## config.mk

```make
export PLATFORM = sky130hd
export DESIGN_NAME = car_scheduler_flat
export DESIGN_NICKNAME = d
export VERILOG_FILES = /design/src/rtl/car_pkg.sv /design/src/rtl/car_scheduler_if.sv /design/src/rtl/car_overlap.sv /design/src/rtl/car_scheduler.sv /design/src/flat_wrapper.sv
export SDC_FILE = /design/constraint.sdc
export NUM_CORES = 1
export LEC_CHECK = 0
export CAP_MARGIN = 20
export CORE_ASPECT_RATIO = 0.9
export CORE_MARGIN = 3
export CORE_UTILIZATION = 31
export CTS_CLUSTER_SIZE = 12
export DETAILED_ROUTE_END_ITERATION = 10
export GPL_TIMING_DRIVEN = 0
export PLACE_DENSITY = 0.75
export SYNTH_ARGS = -nofsm -noshare
export SYNTH_HDL_FRONTEND = slang
export SYNTH_SLANG_ARGS = --single-unit
```

## constraint.sdc

```tcl
create_clock -name clk -period 1.47 [get_ports clk]
set_input_delay 0.2205 -clock clk [delete_from_list [all_inputs] [get_ports clk]]
set_output_delay 0.2205 -clock clk [all_outputs]
set_load 0.1 [all_outputs]
```

## src/rtl/car_pkg.sv

```systemverilog
// Shared constants for the car drawer scheduler: geometry, lane table, FSM encodings.
package car_pkg;

    localparam int unsigned X_W    = 8;
    localparam int unsigned Y_W    = 7;
    localparam int unsigned C_W    = 3;
    localparam int unsigned CAR_W  = 8;
    localparam int unsigned CAR_H  = 4;
    localparam int unsigned LANE_N = 8;

    // Top edge of each lane; channel i drives in lane i modulo LANE_N.
    localparam logic [Y_W-1:0] LANE_Y [LANE_N] = '{
        7'd45, 7'd61, 7'd77, 7'd93, 7'd109, 7'd13, 7'd29, 7'd5
    };

    localparam int unsigned ST_W = 3;
    localparam logic [ST_W-1:0] ST_IDLE     = 3'd0;
    localparam logic [ST_W-1:0] ST_LAUNCH   = 3'd1;
    localparam logic [ST_W-1:0] ST_WAIT_FIN = 3'd2;
    localparam logic [ST_W-1:0] ST_NEXT     = 3'd3;
    localparam logic [ST_W-1:0] ST_DONE     = 3'd4;

    typedef struct packed {
        logic           plot;
        logic [X_W-1:0] x;
        logic [Y_W-1:0] y;
        logic [C_W-1:0] colour;
    } pixel_t;

endpackage

```

## src/rtl/car_scheduler_if.sv

```systemverilog
// Bus bundle between the scheduler (slave) and the drawer/VGA side (master).
interface car_scheduler_if
    import car_pkg::*;
#(
    parameter int unsigned NUM_CARS = 4
) ();

    logic                      go;
    logic [NUM_CARS-1:0]       car_en;
    logic [NUM_CARS-1:0]       car_finish;
    logic [NUM_CARS-1:0]       car_plot;
    logic [X_W*NUM_CARS-1:0]   car_x;
    logic [Y_W*NUM_CARS-1:0]   car_y;
    logic [C_W*NUM_CARS-1:0]   car_colour;
    logic [X_W*NUM_CARS-1:0]   car_x_ori;
    logic [X_W-1:0]            player_x;
    logic [Y_W-1:0]            player_y;
    logic                      hit_clr;
    logic                      plot;
    logic [X_W-1:0]            x;
    logic [Y_W-1:0]            y;
    logic [C_W-1:0]            colour;
    logic                      frame_done;
    logic                      busy;
    logic                      hit;
    logic                      timeout_err;

    modport master (
        output go, car_finish, car_plot, car_x, car_y, car_colour, car_x_ori,
               player_x, player_y, hit_clr,
        input  car_en, plot, x, y, colour, frame_done, busy, hit, timeout_err
    );

    modport slave (
        input  go, car_finish, car_plot, car_x, car_y, car_colour, car_x_ori,
               player_x, player_y, hit_clr,
        output car_en, plot, x, y, colour, frame_done, busy, hit, timeout_err
    );

endinterface

```

## src/rtl/car_overlap.sv

```systemverilog
// Combinational overlap test of a car box against the player box (9-bit, no wrap).
module car_overlap
    import car_pkg::*;
(
    input  logic [X_W-1:0] i_ax,
    input  logic [Y_W-1:0] i_ay,
    input  logic [X_W-1:0] i_bx,
    input  logic [Y_W-1:0] i_by,
    output logic           o_hit_c
);

    localparam int unsigned CMP_W = 9;

    logic [CMP_W-1:0] w_ax;
    logic [CMP_W-1:0] w_ay;
    logic [CMP_W-1:0] w_bx;
    logic [CMP_W-1:0] w_by;

    always_comb begin
        w_ax    = CMP_W'(i_ax);
        w_ay    = CMP_W'(i_ay);
        w_bx    = CMP_W'(i_bx);
        w_by    = CMP_W'(i_by);
        o_hit_c = (w_ax <= w_bx + CMP_W'(CAR_W - 1)) &&
                  (w_bx <= w_ax + CMP_W'(CAR_W - 1)) &&
                  (w_ay <= w_by + CMP_W'(CAR_H - 1)) &&
                  (w_by <= w_ay + CMP_W'(CAR_H - 1));
    end

endmodule

```

## src/rtl/car_scheduler.sv

```systemverilog
// Round-robin launcher for NUM_CARS car drawers with pixel muxing and timeout.
// Optional player collision check: define CAR_SCHEDULER_COLLISION_EN.
module car_scheduler
    import car_pkg::*;
#(
    parameter int unsigned NUM_CARS = 4,
    parameter int unsigned TIMEOUT  = 4095
) (
    input  logic           clk,
    input  logic           resetn,
    car_scheduler_if.slave bus
);

    localparam int unsigned SEL_W = (NUM_CARS > 1) ? $clog2(NUM_CARS) : 1;
    localparam int unsigned CNT_W = (TIMEOUT > 1) ? $clog2(TIMEOUT + 1) : 1;
    localparam logic [SEL_W-1:0] LAST_SEL = SEL_W'(NUM_CARS - 1);
    localparam logic [CNT_W-1:0] CNT_MAX  = CNT_W'(TIMEOUT);

    logic [ST_W-1:0]     r_state;
    logic [ST_W-1:0]     w_next_state;
    logic [SEL_W-1:0]    r_sel;
    logic [SEL_W-1:0]    w_next_sel;
    logic [CNT_W-1:0]    r_cnt;
    logic                w_timeout;
    logic                w_active;
    logic                w_sel_finish;
    pixel_t              w_sel_pix;
    pixel_t              r_pix;
    logic [NUM_CARS-1:0] r_car_en;
    logic                r_frame_done;
    logic                r_busy;
    logic                r_timeout_err;
    logic [NUM_CARS-1:0] w_overlap;

    // Only the selected channel's finish and pixel stream are visible.
    always_comb begin
        w_sel_pix    = '0;
        w_sel_finish = 1'b0;
        for (int i = 0; i < int'(NUM_CARS); i++) begin
            if (r_sel == SEL_W'(i)) begin
                w_sel_finish     = bus.car_finish[i];
                w_sel_pix.plot   = bus.car_plot[i];
                w_sel_pix.x      = bus.car_x[X_W*i +: X_W];
                w_sel_pix.y      = bus.car_y[Y_W*i +: Y_W];
                w_sel_pix.colour = bus.car_colour[C_W*i +: C_W];
            end
        end
    end

    assign w_active = (r_state == ST_LAUNCH) || (r_state == ST_WAIT_FIN);

    always_comb begin
        w_next_state = r_state;
        w_next_sel   = r_sel;
        w_timeout    = 1'b0;
        case (r_state)
            ST_IDLE: begin
                if (bus.go) begin
                    w_next_state = ST_LAUNCH;
                    w_next_sel   = '0;
                end
            end
            ST_LAUNCH: begin
                w_next_state = ST_WAIT_FIN;
            end
            ST_WAIT_FIN: begin
                if (w_sel_finish) begin
                    w_next_state = ST_NEXT;
                end else if (r_cnt == CNT_MAX) begin
                    w_next_state = ST_NEXT;
                    w_timeout    = 1'b1;
                end
            end
            ST_NEXT: begin
                if (r_sel == LAST_SEL) begin
                    w_next_state = ST_DONE;
                end else begin
                    w_next_sel   = r_sel + SEL_W'(1);
                    w_next_state = ST_LAUNCH;
                end
            end
            ST_DONE: begin
                w_next_state = ST_IDLE;
            end
            default: begin
                w_next_state = ST_IDLE;
            end
        endcase
    end

    always_ff @(posedge clk) begin
        if (!resetn) begin
            r_state <= ST_IDLE;
            r_sel   <= '0;
        end else begin
            r_state <= w_next_state;
            r_sel   <= w_next_sel;
        end
    end

    // Status outputs are derived from the next state so they line up with the state itself.
    always_ff @(posedge clk) begin
        if (!resetn) begin
            r_cnt         <= '0;
            r_car_en      <= '0;
            r_pix         <= '0;
            r_frame_done  <= 1'b0;
            r_busy        <= 1'b0;
            r_timeout_err <= 1'b0;
        end else begin
            r_car_en <= '0;
            if (w_next_state == ST_LAUNCH) begin
                r_car_en[w_next_sel] <= 1'b1;
            end
            if (w_next_state == ST_LAUNCH) begin
                r_cnt <= '0;
            end else if (w_active) begin
                r_cnt <= r_cnt + CNT_W'(1);
            end
            r_frame_done <= (w_next_state == ST_DONE);
            r_busy       <= (w_next_state != ST_IDLE);
            if (w_timeout) begin
                r_timeout_err <= 1'b1;
            end
            if (w_active) begin
                r_pix <= w_sel_pix;
            end else begin
                r_pix.plot <= 1'b0;
            end
        end
    end

    for (genvar gi = 0; gi < int'(NUM_CARS); gi++) begin : g_overlap
        car_overlap u_overlap (
            .i_ax    (bus.car_x_ori[X_W*gi +: X_W]),
            .i_ay    (LANE_Y[gi % LANE_N]),
            .i_bx    (bus.player_x),
            .i_by    (bus.player_y),
            .o_hit_c (w_overlap[gi])
        );
    end

`ifdef CAR_SCHEDULER_COLLISION_EN
    logic r_hit;
    logic w_hit_set;

    assign w_hit_set = (r_state == ST_DONE) && (|w_overlap);

    // Set wins over a simultaneous clear.
    always_ff @(posedge clk) begin
        if (!resetn) begin
            r_hit <= 1'b0;
        end else if (w_hit_set) begin
            r_hit <= 1'b1;
        end else if (bus.hit_clr) begin
            r_hit <= 1'b0;
        end
    end

    assign bus.hit = r_hit;
`else
    logic w_unused;
    assign w_unused = ^{w_overlap, bus.hit_clr};
    assign bus.hit  = 1'b0;
`endif

    assign bus.car_en      = r_car_en;
    assign bus.plot        = r_pix.plot;
    assign bus.x           = r_pix.x;
    assign bus.y           = r_pix.y;
    assign bus.colour      = r_pix.colour;
    assign bus.frame_done  = r_frame_done;
    assign bus.busy        = r_busy;
    assign bus.timeout_err = r_timeout_err;

endmodule

```

## src/flat_wrapper.sv

```systemverilog
// flat-port wrapper written by rule: the top's interface ports become plain ports
module car_scheduler_flat import car_pkg::*;
#(
    parameter int unsigned NUM_CARS = 4,
    parameter int unsigned TIMEOUT  = 4095
)
  (clk, resetn, bus_go, bus_car_finish, bus_car_plot, bus_car_x, bus_car_y, bus_car_colour, bus_car_x_ori, bus_player_x, bus_player_y, bus_hit_clr, bus_car_en, bus_plot, bus_x, bus_y, bus_colour, bus_frame_done, bus_busy, bus_hit, bus_timeout_err);
  car_scheduler_if #(.NUM_CARS(NUM_CARS)) bus_i ();
  input  logic clk;
  input  logic resetn;
  input wire logic [$bits(bus_i.go)-1:0] bus_go;
  input wire logic [$bits(bus_i.car_finish)-1:0] bus_car_finish;
  input wire logic [$bits(bus_i.car_plot)-1:0] bus_car_plot;
  input wire logic [$bits(bus_i.car_x)-1:0] bus_car_x;
  input wire logic [$bits(bus_i.car_y)-1:0] bus_car_y;
  input wire logic [$bits(bus_i.car_colour)-1:0] bus_car_colour;
  input wire logic [$bits(bus_i.car_x_ori)-1:0] bus_car_x_ori;
  input wire logic [$bits(bus_i.player_x)-1:0] bus_player_x;
  input wire logic [$bits(bus_i.player_y)-1:0] bus_player_y;
  input wire logic [$bits(bus_i.hit_clr)-1:0] bus_hit_clr;
  output wire logic [$bits(bus_i.car_en)-1:0] bus_car_en;
  output wire logic [$bits(bus_i.plot)-1:0] bus_plot;
  output wire logic [$bits(bus_i.x)-1:0] bus_x;
  output wire logic [$bits(bus_i.y)-1:0] bus_y;
  output wire logic [$bits(bus_i.colour)-1:0] bus_colour;
  output wire logic [$bits(bus_i.frame_done)-1:0] bus_frame_done;
  output wire logic [$bits(bus_i.busy)-1:0] bus_busy;
  output wire logic [$bits(bus_i.hit)-1:0] bus_hit;
  output wire logic [$bits(bus_i.timeout_err)-1:0] bus_timeout_err;
  assign bus_i.go = bus_go;
  assign bus_i.car_finish = bus_car_finish;
  assign bus_i.car_plot = bus_car_plot;
  assign bus_i.car_x = bus_car_x;
  assign bus_i.car_y = bus_car_y;
  assign bus_i.car_colour = bus_car_colour;
  assign bus_i.car_x_ori = bus_car_x_ori;
  assign bus_i.player_x = bus_player_x;
  assign bus_i.player_y = bus_player_y;
  assign bus_i.hit_clr = bus_hit_clr;
  assign bus_car_en = bus_i.car_en;
  assign bus_plot = bus_i.plot;
  assign bus_x = bus_i.x;
  assign bus_y = bus_i.y;
  assign bus_colour = bus_i.colour;
  assign bus_frame_done = bus_i.frame_done;
  assign bus_busy = bus_i.busy;
  assign bus_hit = bus_i.hit;
  assign bus_timeout_err = bus_i.timeout_err;
  car_scheduler #(.NUM_CARS(NUM_CARS), .TIMEOUT(TIMEOUT)) u_core (.clk(clk), .resetn(resetn), .bus(bus_i));
endmodule
```

==> metrics, run 1 <==
Setup CP Type reg -> reg; pwr/cell area 1026 mW/mm²; min-delay src u_core.bus.colour[1]; CTS Buffer Depth 2; EDFF count, synth 0; reg2reg start u_core.r_sel[0]; gr usage total 16.14%; global-route wire length before repair 10,030 µm; pin count of the biggest net entering global routing 13; Fmax achieved 653.8 MHz; RSZ-0062 raised after global routing true; P_leak around 1.3 nW; failing checks negative setup slack; Initial Utilization around 33%; FFs w/ async S/R, synth 0%; r2r setup slk -0.06 ns; Placement Rows 27; commonest non-fill, non-tap cells in the layout clkdlybuf4s50_1 (82), nand2_1 (44), dfxtp_1 (33), mux4_2 (20), clkdlybuf4s15_2 (20); clock-pin slew on the worst setup and hold paths 0.09 ns; max-cap viol count 0; slew margin rel. 62.33%; Die Y 84.19 µm; worst path cell trace mux4_2 > nand2b_1 > o211ai_2 > o31a_1; fin crit period 1.529 ns; max incr delay on CP approximately 0.54 ns; DR vias 2,086; placer congestion estimate around 0.76; startpoint types flop; Synth Register Bits 43; synth-to-layout area growth 71.90%; commonest non-fill, non-tap cell in the layout clkdlybuf4s50_1; initial antenna violation count 0; Mean Syn Cell Area 9.794 µm²; DRT antenna net count 0; IO Count ~160; Peak VDD IR 0.4655 mV; # fillers 583; CTS Hold Bufs 0; drt total wl approximately 6500 µm; Num Clock Sinks 43; Worst Path Arrival 1.71 ns; Die Wd 92.88 µm; slowest stage cell, crit path mux4_2; FF-to-FF path depth 4; # DRC 0; Via density 4.897; Num CTS Buffers 5; Synth Net Count 347; Cell Area, Synth 0.002106 mm²; Setup WS pre-CTS -0.4573 ns; status complete, but fails checks; total grt overflow 0; Core ar. around 0.0064 mm²; drt initial violations 39; drt pass-1 iters 4; Distinct cells, synth 38; drt wl/cell 15.30 µm; Worst Hold Endpoint u_core.bus.colour[1]; Final Hold Viols 0; Critical Path RT 1.65 ns; Final HPWL DP 4856 µm; Worst Path Max Fanout 4; nets 470; clk_lat worst skew ~0.30 ns; die area roughly 0.008 mm²; max-slew violations 0; Top FF cell, synth dfxtp_1; port buffer count 108; setup ws final -0.05946 ns; crit path capture type flop; Final setup viols 3; worst slew pin tran approximately 0.57 ns; Seq/Total Area, Yosys between 40% and 50%; Setup TNS -0.06651 ns; period utilization 104.0%; vias in the first global route around 2,000; clock root buffer clkbuf_8; Worst Clk Skew 0.007952 ns; FF-to-FF End u_core.bus.busy; share of layout cells above drive strength 1 29.20%; hold path cells 2; H-Tree Depth 2; Hold Path Class reg -> reg; diodes inserted 0; Yosys warning total 0; CTS tree yes; cell count after synthesis between 200 and 250
-- per-layer routing --
metal  track usage (%)  up-vias  part of all wire [%]
met2             27.47       78                    52
li1                  -     1000                     -
met3             4.122       10                   6.8
met1             19.12      998                    39
met5                 0        -                     0
met4             7.190        0                   1.8
-- worst max-delay path, delay by kind of cell (launching register included) --
| family | cells | cell delay [ns] |
|---|---|---|
| AOI/OAI and AO/OA | 2 | 0.37 |
| DFF | 1 | 0.38 |
| muxes | 1 | 0.54 |
| and+or+nand+nor | 1 | 0.12 |
-- sequential cells by signal (all words and copies together) (netlist names) --
register / count
u_core.r_cnt: 12
u_core.bus.x: 8
u_core.bus.y: 7
u_core.bus.car_en: 4
u_core.bus.colour: 3
u_core.r_state: 3
u_core.r_sel: 2
u_core.bus.busy: 1
u_core.bus.frame_done: 1
u_core.bus.plot: 1
u_core.bus.timeout_err: 1
-- cells in the mapped netlist, types with 2 or more instances --
master | count | area share, %
a21oi_1 | 20 | 4.8
and3_1 | 2 | 0.59
buf_2 | 7 | 1.7
clkbuf_1 | 8 | 1.4
dfxtp_1 | 43 | 41
mux4_2 | 20 | 21
nand2_1 | 45 | 8.0
nand3_1 | 2 | 0.48
nand4_1 | 2 | 0.59
nor2_1 | 20 | 3.6
nor3_1 | 4 | 0.95
nor3b_1 | 3 | 1.1
nor4_1 | 2 | 0.59
nor4b_1 | 2 | 0.83
o21ai_0 | 2 | 0.48
or2_2 | 2 | 0.59
xnor2_1 | 10 | 4.2
-- what timing repair did --
item | CTS | global route
endpoints found under the setup margin | 61 | 42
gates resized for setup | 99 | 42
pin swaps | 9 | 9
cloned | 0 | 2
setup buffers | 6 | 2
-- cell families after synthesis --
| family | after synthesis | synth area share (%) |
|---|---|---|
| mux | 21 | 21.93 |
| simple gates | 94 | 20.98 |
| xor+xnor | 11 | 4.575 |
| other cells | 1 | 0.1781 |
| fa+ha+maj | 1 | 0.5941 |
| flops | 43 | 40.88 |
| compound gates | 27 | 7.250 |
| buf+inv | 17 | 3.624 |
-- how the worst max path moves through the flow --
stage / start / to / slack [ns] / cells after the start
global placement: bus_go / u_core.r_cnt[10] / -0.48 / 6
floorplan: u_core.r_state[1] / u_core.r_state[0] / 0.02 / 4
global route: u_core.r_sel[0] / u_core.bus.busy / -0.12 / 4
CTS: u_core.r_sel[0] / u_core.bus.busy / -0.10 / 5
detailed placement: bus_go / u_core.r_cnt[6] / -0.46 / 6
finish: u_core.r_sel[0] / u_core.bus.busy / -0.06 / 4
-- power by group --
group          switching [W]  total, W  internal [W]
sequential         0.0000608   0.00133       0.00127
combinational       0.000994   0.00154      0.000544
clock               0.000418  0.000848      0.000429
total                0.00147   0.00372       0.00224
-- area by class of cell --
| type | instances | area, µm² | area share, % |
|---|---|---|---|
| buffer | 14 | 118.9 | 3.284 |
| clock buffer | 8 | 100.1 | 2.765 |
| inverter | 1 | 3.754 | 0.1037 |
| multi-input combinational | 155 | 1224 | 33.81 |
| sequential | 43 | 880.8 | 24.33 |
| tap | 87 | 108.9 | 3.007 |
| timing repair buffer | 118 | 1184 | 32.70 |
-- stage by stage --
step	instances	util, %	power (W)	area [µm²]	hold WS (ns)
2_1_floorplan	215	-	0.002337	2112	0.3380
3_3_place_gp	410	51.99	0.002809	3302	0.4416
3_5_place_dp	410	51.99	0.002831	3302	0.4494
4_1_cts	423	55.54	0.003681	3527	0.4614
5_1_grt	426	56.99	0.003888	3620	0.4834
6_report	426	56.99	0.003715	3620	0.4576
(Power assumes the default switching activity.)
==> inputs of run 2 (changes only) <==
--- a/config.mk
+++ b/config.mk
@@ -5,9 +5,9 @@
 export SDC_FILE = /design/constraint.sdc
 export NUM_CORES = 1
 export LEC_CHECK = 0
+export ABC_CLOCK_PERIOD_IN_PS = 1470
 export CAP_MARGIN = 20
 export CORE_ASPECT_RATIO = 0.9
-export CORE_MARGIN = 3
 export CORE_UTILIZATION = 31
 export CTS_CLUSTER_SIZE = 12
 export DETAILED_ROUTE_END_ITERATION = 10
==> run 2 against run 1 <==
- the flow still finishes with violations (negative setup slack)
- setup slack got worse by 0.033 ns
- sequential cell count did not move
- maximum frequency fell by 2.1%
- sequential share of layout area rose by 0.48 points
- non-clock buffer count fell by 4
- combinational power barely moved
- global-route usage rose by 0.55 points
- clock skew fell by 0.0041 ns
- clock-buffer cell count fell by 1
- core utilization fell by 2.9 points
- design area fell by 1.7%
- largest cell class unchanged
- highest routed layer unchanged
==> metrics, run 2 (synthesis gave the netlist of run 1 again) <==
period utilization 106.3%; Final Hold Viols 0; status complete, but fails checks; Worst Path Max Fanout 5; crit path from u_core.r_sel[0]; crit path capture type flop; P_leak 1.213 nW; commonest non-fill, non-tap cells in the layout clkdlybuf4s50_1 (82), nand2_1 (44), dfxtp_1 (33), mux4_2 (20), a21oi_1 (20); CTS Buffer Depth 2; CTS tree yes; die area 0.007127 mm²; max-slew violations 0; Die Wd ~89 µm; drt total wl 6048 µm; clock share of power 20.4%; share of layout cells above drive strength 1 28.06%; Peak VDD IR 0.4636 mV; nets 466; switching power of the nets 0.001441 W; switching share of power 40.07%; # fillers 626; worst slew pin tran 0.5600 ns; slew margin rel. between 60% and 70%; Num CTS Buffers 5; fin crit period around 1.6 ns; startpoint types flop; Reg with most FFs u_core.r_cnt; Initial Utilization roughly a third; FF-to-FF path depth 4; hold slack 0.4572 ns; Via density between 4 and 5; Worst Path Arrival 1.75 ns; Final HPWL DP 4444 µm; placer congestion estimate 0.7142; clk_lat worst skew about 0.3 ns; Num Clock Sinks 43; Final setup viols 4; H-Tree Depth 2; min-delay src u_core.bus.x[0]; Finished Layout Cells 425; diodes inserted 0; clock-pin slew on the worst setup and hold paths 0.08 ns; commonest non-fill, non-tap cell in the layout clkdlybuf4s50_1; setup ws final -0.09284 ns; initial antenna violation count 0; pwr/cell area between 1000 and 1500 mW/mm²; FF+latch area 883.3 µm²; vias in the first global route 1,995; DRT antenna net count 0; combinational power share 42.7%; Setup CP Type reg -> reg; reg2reg start u_core.r_sel[0]; Placed Instances 413; failing checks negative setup slack; drt pass-1 iters 5; Flop pwr share a little under two fifths; pin count of the biggest net entering global routing 13; DR vias roughly 2,000; Setup WS pre-CTS -0.4931 ns; IO Count 158; Critical Path RT ~1.7 ns; drt wl/cell 14.23 µm; synth-to-layout area growth 69.04%; RSZ-0062 raised after global routing true; # DRC 0; Die Y 80.19 µm; drt initial violations 63; max FFs per register 12; Fmax achieved 639.9 MHz; max-cap viol count 0; global-route wire length before repair approximately 9000 µm; gr usage total between 10% and 20%; clock root buffer clkbuf_8; Worst Clk Skew about 0.0039 ns; Core ar. 0.006586 mm²; Hold Path Class reg -> reg; P_int ~0.0022 W; port buffer count 108; Placement Rows 28; hold path cells 2; total grt overflow 0; CTS Hold Bufs 0; area of the multi-input gates 0.001212 mm²
[run 2: final cells by class]
type                            count  area share [%]
Inverter                            1          0.1054
Timing Repair Buffer              114           32.37
Multi-Input combinational cell    155           34.06
Clock buffer                        7           2.144
Tap cell                           90           3.163
Clock inverter                      1          0.1406
Sequential cell                    43           24.82
Buffer                             14           3.199
[run 2: per-layer routing]
metal / vias up / global-route usage [%] / wire (µm)
met5: - / 0 / 0
met1: 969 / 19.86 / 2470
met2: 66 / 29.15 / 3130
li1: 995 / - / -
met4: 0 / 5.323 / 78
met3: 7 / 4.214 / 367
[run 2: critical path: stages (launching register included)]
cell and delay, ns:
dfxtp_4 0.38, mux4_2 0.56, nand2b_1 0.13, o211ai_2 0.09
o31a_1 0.29
[run 2: final timing paths]
check,to,slack (ns)
max,u_core.bus.busy,-0.09
min,u_core.bus.x[0],0.46
max reg2reg,u_core.bus.busy,-0.09
min reg2reg,u_core.bus.x[0],0.46
[run 2: timing repair]
| item | in CTS | in global routing |
|---|---|---|
| gates cloned | 0 | 1 |
| endpoints found under the setup margin | 60 | 43 |
| pin swaps | 2 | 7 |
| resized for setup | 94 | 44 |
| buffers inserted | 5 | 0 |
[run 2: power groups by stage]
stage	registers, W	logic (W)	clock network (W)
floorplan	0.00196	0.000380	0
detailed placement	0.00135	0.00147	0
global route	0.00134	0.00162	0.000806
global placement	0.00135	0.00145	0
CTS	0.00133	0.00148	0.000750
finish	0.00133	0.00154	0.000733
[run 2: metrics by stage]
| stage | cell area [µm²] | total power [W] | setup TNS, ns | utilization [%] |
|---|---|---|---|---|
| 6_report | 3560 | 0.003597 | -0.1487 | 54.05 |
| 5_1_grt | 3560 | 0.003770 | -1.555 | 54.05 |
| 4_1_cts | 3490 | 0.003552 | -0.7283 | 52.98 |
| 3_5_place_dp | 3306 | 0.002822 | -16.27 | 50.19 |
| 3_3_place_gp | 3306 | 0.002803 | -15.62 | 50.19 |
| 2_1_floorplan | 2112 | 0.002337 | 0 | - |
